--- src/rtl/majority_pkg.sv ---
// majority_pkg: filter state type and width helpers shared by the majority voter files.
package majority_pkg;

    typedef enum logic {STABLE = 1'b0, PENDING = 1'b1} state_e;

    function automatic int ones_w(input int n);
        return $clog2(n + 1);
    endfunction

    function automatic int cnt_w(input int persist);
        return $clog2(persist + 1);
    endfunction

endpackage

--- src/rtl/majority_voter_popcount.sv ---
// popcount: purely combinational count of set bits in an N-bit vector.
module popcount
    import majority_pkg::*;
#(
    parameter int N = 5
) (
    input  logic [N-1:0]          bits_i,
    output logic [ones_w(N)-1:0]  count_o
);

    localparam int OW = ones_w(N);

    always_comb begin
        count_o = '0;
        for (int i = 0; i < N; i++) count_o = count_o + OW'(bits_i[i]);
    end

endmodule

--- src/rtl/majority_voter.sv ---
// majority_voter: N-input majority vote with a persistence filter that only lets
// the output flip after PERSIST consecutive valid samples disagree with it.
module majority_voter
    import majority_pkg::*;
#(
    parameter int N       = 5,
    parameter int PERSIST = 4
) (
    input  logic                 clk,
    input  logic                 rst,
    input  logic                 in_valid,
    input  logic [N-1:0]         in_bits,
    output logic                 out_maj,
    output logic                 out_valid,
    output logic [ones_w(N)-1:0] ones_count,
    output logic                 disagree,
    output logic                 pending,
    output logic                 switch_pulse
);

    localparam int OW = ones_w(N);
    localparam int CW = cnt_w(PERSIST);

    if (N < 3 || N > 15 || (N % 2) == 0) begin : g_bad_n
        $error("majority_voter: N must be odd and within 3..15");
    end
    if (PERSIST < 1 || PERSIST > 255) begin : g_bad_persist
        $error("majority_voter: PERSIST must be within 1..255");
    end

    logic [OW-1:0] pc;
    logic          raw;
    state_e        state_q, state_d;
    logic [CW-1:0] cnt_q, cnt_d, cnt_inc;
    logic          maj_q, maj_d, sw_d;

    popcount #(.N(N)) u_popcount (
        .bits_i  (in_bits),
        .count_o (pc)
    );

    assign raw     = pc >= OW'((N + 1) / 2);
    assign cnt_inc = cnt_q + CW'(1);

    // cnt is 0 in STABLE, so one disagreeing sample there gives cnt_inc==1,
    // which also covers the immediate flip when PERSIST==1.
    always_comb begin
        state_d = state_q;
        cnt_d   = cnt_q;
        maj_d   = maj_q;
        sw_d    = 1'b0;
        if (in_valid) begin
            state_d = (raw == maj_q || cnt_inc == CW'(PERSIST)) ? STABLE : PENDING;
            cnt_d   = (raw == maj_q || cnt_inc == CW'(PERSIST)) ? '0 : cnt_inc;
            sw_d    = raw != maj_q && cnt_inc == CW'(PERSIST);
            maj_d   = sw_d ? raw : maj_q;
        end
    end

    always_ff @(posedge clk) begin
        if (rst) begin
            state_q      <= STABLE;
            cnt_q        <= '0;
            maj_q        <= 1'b0;
            out_valid    <= 1'b0;
            ones_count   <= '0;
            disagree     <= 1'b0;
            switch_pulse <= 1'b0;
        end else begin
            state_q      <= state_d;
            cnt_q        <= cnt_d;
            maj_q        <= maj_d;
            out_valid    <= in_valid;
            switch_pulse <= sw_d;
            if (in_valid) begin
                ones_count <= pc;
                disagree   <= pc != '0 && pc != OW'(N);
            end
        end
    end

    assign out_maj = maj_q;
    assign pending = state_q == PENDING;

endmodule

--- config.mk ---
export PLATFORM = sky130hd
export DESIGN_NAME = majority_voter
export DESIGN_NICKNAME = d
export VERILOG_FILES = /design/src/rtl/majority_pkg.sv /design/src/rtl/majority_voter_popcount.sv /design/src/rtl/majority_voter.sv
export SDC_FILE = /design/constraint.sdc
export NUM_CORES = 1
export LEC_CHECK = 0
export ABC_AREA = 0
export CORE_MARGIN = 1
export CORE_UTILIZATION = 45
export CTS_CLUSTER_DIAMETER = 80
export DETAILED_ROUTE_END_ITERATION = 8
export PLACE_DENSITY = 0.75
export SLEW_MARGIN = 20
export SYNTH_ARGS = -nofsm -noshare
export SYNTH_HDL_FRONTEND = slang
export SYNTH_SLANG_ARGS = --single-unit
--- constraint.sdc ---
create_clock -name clk -period 3.4 [get_ports clk]
set_input_delay 0.85 -clock clk [delete_from_list [all_inputs] [get_ports clk]]
set_output_delay 0.85 -clock clk [all_outputs]
set_load 0.05 [all_outputs]
==> results <==
- The number of endpoints with negative hold slack in the final report was 0.
- The final instance area is 780.7 µm².
- The areal power density over the cells is 447.7 nW/µm².
- In this run the number of H-tree levels came out at 1.
- The setup clock skew after layout is 0.001468 ns.
- The average wire length per cell after detail routing is 10.58 µm.
- Max-cap violations in this run came to 0.
- The post-synthesis sequential area ratio is 37.45%.
- The peak clock frequency supported by timing is 306.4 MHz.
- Summed over all cells, the static leakage comes to 0.3295 nW.
- The peak ir drop on the vdd network is 0.2673 mV.
- The total number of placement rows is 12.
- The number of buffers created by CTS is 3.
- After synthesis, the most frequently instantiated cells are dfxtp_1 (11), inv_1 (7), nor2_1 (5).
- In the synthesized netlist, the number of instances is 65.
- The critical path class is in2reg.
- The number of global-route vias before repair came to 403.
- Setup repair after global routing left no endpoint under its margin.
- Summing all multi-input logic gate instances after layout gives 329.1 µm².
- Counting along the longest clock path gives a buffer depth of 2.
- Port buffering added 15 buffers.
- For the finished layout, the period the worst path requires is 3.264 ns.
- Setup violations remaining at the end of the flow were counted as 0.
- The cts-stage hold buffer count is 0.
- The cell area after technology mapping is 588.1 µm².
- The final RePlAce weighted congestion is 0.7665.
- The number of antenna diodes in the final layout is 0.
- The area overhead of the layout relative to synthesis is 32.77%.
- STA classifies the critical path endpoint as a flop.
- The top-level I/O count is 16.
- The cell that appears most often on the critical path is inv_1.
- The most used flip-flop cell after synthesis is dfxtp_1.
- The half-perimeter wire length of the detailed placement result is 742.1 µm.
- For the pin with the worst max-slew slack, the measured transition is 0.5159 ns.
- The count of cells resized by post-cts repair is 0.
- Across all layers, the routed design uses 472 vias.
- In the routed design, unresolved DRC markers number 0.
- The combined flip-flop and latch cell area is 220.2 µm².
- After the last flow step, the layout net total stands at 98.
- The post-synthesis cell type count is 28.
- After filler insertion, the fill cell instance count of the layout stands at 98.
- Before antenna repair, the detailed router went through 4 iterations.
- For this configuration, the core starts out at a cell density of 50.87%.
- The non-filler instance count after layout is 97.
- After synthesis, the share of flip-flops with an asynchronous set or reset is 0%.
- The number of nets produced by synthesis is 79.
- The final routed wirelength across all metal layers is 1026 µm.
- The average instance in the mapped netlist occupies 9.047 µm².
- The post-place instance area is 754.5 µm².
- For the worst setup path, the data required time is 3.57 ns.
- Once detail routing completed, the nets flagged for antenna violations numbered 0.
- The master cell of the clock root buffer is clkbuf_4.
- The kind of path behind the tightest hold check is reg2reg.
- Clock-pin slew was measured on the worst setup and hold paths at 0.07 ns.
- Yosys printed 0 warnings.
- The synthesized design contains 11 register bits.
- The first-pass GRT wire length is 1676 µm.
- The critical path goes through clkdlybuf4s50_1 > ha_1 > inv_1 > fa_1 > inv_1 > ha_1 > inv_1 > fa_1 > nor2b_4 > or3_4 > and4b_1.
- The ratio of final minimum period to clock period is 95.99%.
- The via-per-instance ratio is 4.866.
- The largest net degree at the start of global routing is 18.
- In this run the worst path has a maximum fanout of 5.
- The die area is 1455 µm².
- By area the synthesized netlist is led by dfxtp_1 (37%), ha_1 (8.5%), fa_1 (6.8%).
- The number of slew-limit violations in the final report is 0.
- The source-to-sink clock delay at the later pin of the worst-skew pair is 0.27 ns.
- Counting flops with a built-in enable in the synthesized netlist gives 0.
- In this run the tightest slew margin relative to its limit is 65.50%.
- Counting tap cells, the placed design contains a total of 93 instances.
- The most common cell in the synthesized netlist is dfxtp_1.
- The total global routing overflow is 0.
- The hold slack is 0.4718 ns.
- On the critical path the largest part of the delay comes from adder cells.
- CTS saw 11 sinks.
- The top-area cell type share of the netlist area is 37.45%.
- The detailed router finished its first iteration with 7 violations.
- The run finished with clean final reports.
- In the final layout, the share of cells above drive strength 1 is 9.639%.
- The slowest stage of the critical path is the fa_1 cell.
- The synthesized design spends more area on one cell type than any other, namely dfxtp_1.
- The signal arrival time at the worst endpoint is 3.43 ns.
- TritonCTS built the clock tree.
- The post-CTS setup repair buffer count is 0.
- The core area is 1156 µm².
- The initial antenna violation count is 0.
- On the worst path, the slowest cell contributes a delay of 0.55 ns.
- The launching element type of the critical path is an input port.
- The height of the die is 38.15 µm.
- The die width is 38.15 µm.
- For this run, the total global-route usage over all layers was measured as 17.57%.
- Together, buffers and inverters on the worst path number 4.
-- area by class of cell --
class	count	share of cell area (%)
multi-input combinational	44	42.15
tap	14	2.244
sequential	11	28.21
clock buffer	4	3.365
inverter	8	3.846
timing repair buffer	16	20.19
-- per-stage QoR --
step	worst slack, ns	setup TNS [ns]	total power [mW]	util [%]
after floorplan	0.3645	0	0.2305	-
after global placement	-0.1420	-0.6427	0.2637	65.26
after detailed placement	-0.1437	-0.6440	0.2644	65.26
after CTS	0.1323	0	0.3540	67.53
after global routing	0.009871	0	0.3684	67.53
final	0.1365	0	0.3495	67.53
-- flip-flops by register name, indices dropped and copies added, names as in the netlist --
signal        cells
out_maj           1
cnt_q             3
ones_count        3
out_valid         1
switch_pulse      1
pending           1
disagree          1
-- worst min-delay path, cell delays in order, from the launching register on --
cell and delay (ns):
dfxtp_1 0.31, nand2b_1 0.06, a21oi_1 0.06
-- placed cells by master, fill, tap and decap left out, drive strengths merged --
cell type	netlist	layout
clkdlybuf4s50	0	15
dfxtp	11	11
inv	8	8
nor2	5	5
nand2b	4	4
nand2	4	4
a21oi	4	4
ha	4	4
nor2b	4	4
clkbuf	1	4
nand4	2	2
nor3	2	2
fa	2	2
o21ai	2	2
xor2	1	1
or3	1	1
nand4b	1	1
a211oi	1	1
xnor2	1	1
o22ai	1	1
and4b	1	1
o2111ai	1	1
a31oi	1	1
nand3	1	1
mux2i	1	1
buf	1	1
-- per-layer routing --
metal / global-route usage, % / vias up / part of all wire [%]
met1: 22.26 / 203 / 48
met4: 8.036 / 0 / 1.4
li1: - / 254 / -
met3: 8.721 / 2 / 6.9
met5: 0 / - / 0
met2: 24.58 / 13 / 43
-- cell families (layout without fill, tap and decap cells) --
| family | count (synthesis) | in the layout | synth area share [%] |
|---|---|---|---|
| and+or+nand+nor | 25 | 25 | 25.32 |
| adders and majority gates | 6 | 6 | 15.32 |
| DFF | 11 | 11 | 37.45 |
| muxes | 1 | 1 | 1.702 |
| xor gates and xnor gates | 2 | 2 | 2.979 |
| AOI/OAI and AO/OA | 10 | 10 | 10.64 |
| buffers and inverters | 10 | 28 | 6.595 |
-- final timing paths --
| check | cells past startpoint | end | start | slack (ns) |
|---|---|---|---|---|
| hold / removal | 2 | pending | pending | 0.47 |
| setup reg to reg | 4 | switch_pulse | cnt_q[0] | 2.06 |
| hold reg to reg | 2 | pending | pending | 0.47 |
| setup / recovery | 11 | switch_pulse | in_bits[0] | 0.14 |
-- report_power, final --
group,switching [mW],internal [mW],leakage (nW)
logic,0.0655,0.0518,0.224
registers,0.00549,0.138,0.0902
clock network,0.0428,0.0455,0.0150
Power figures use the tool's default switching activity.
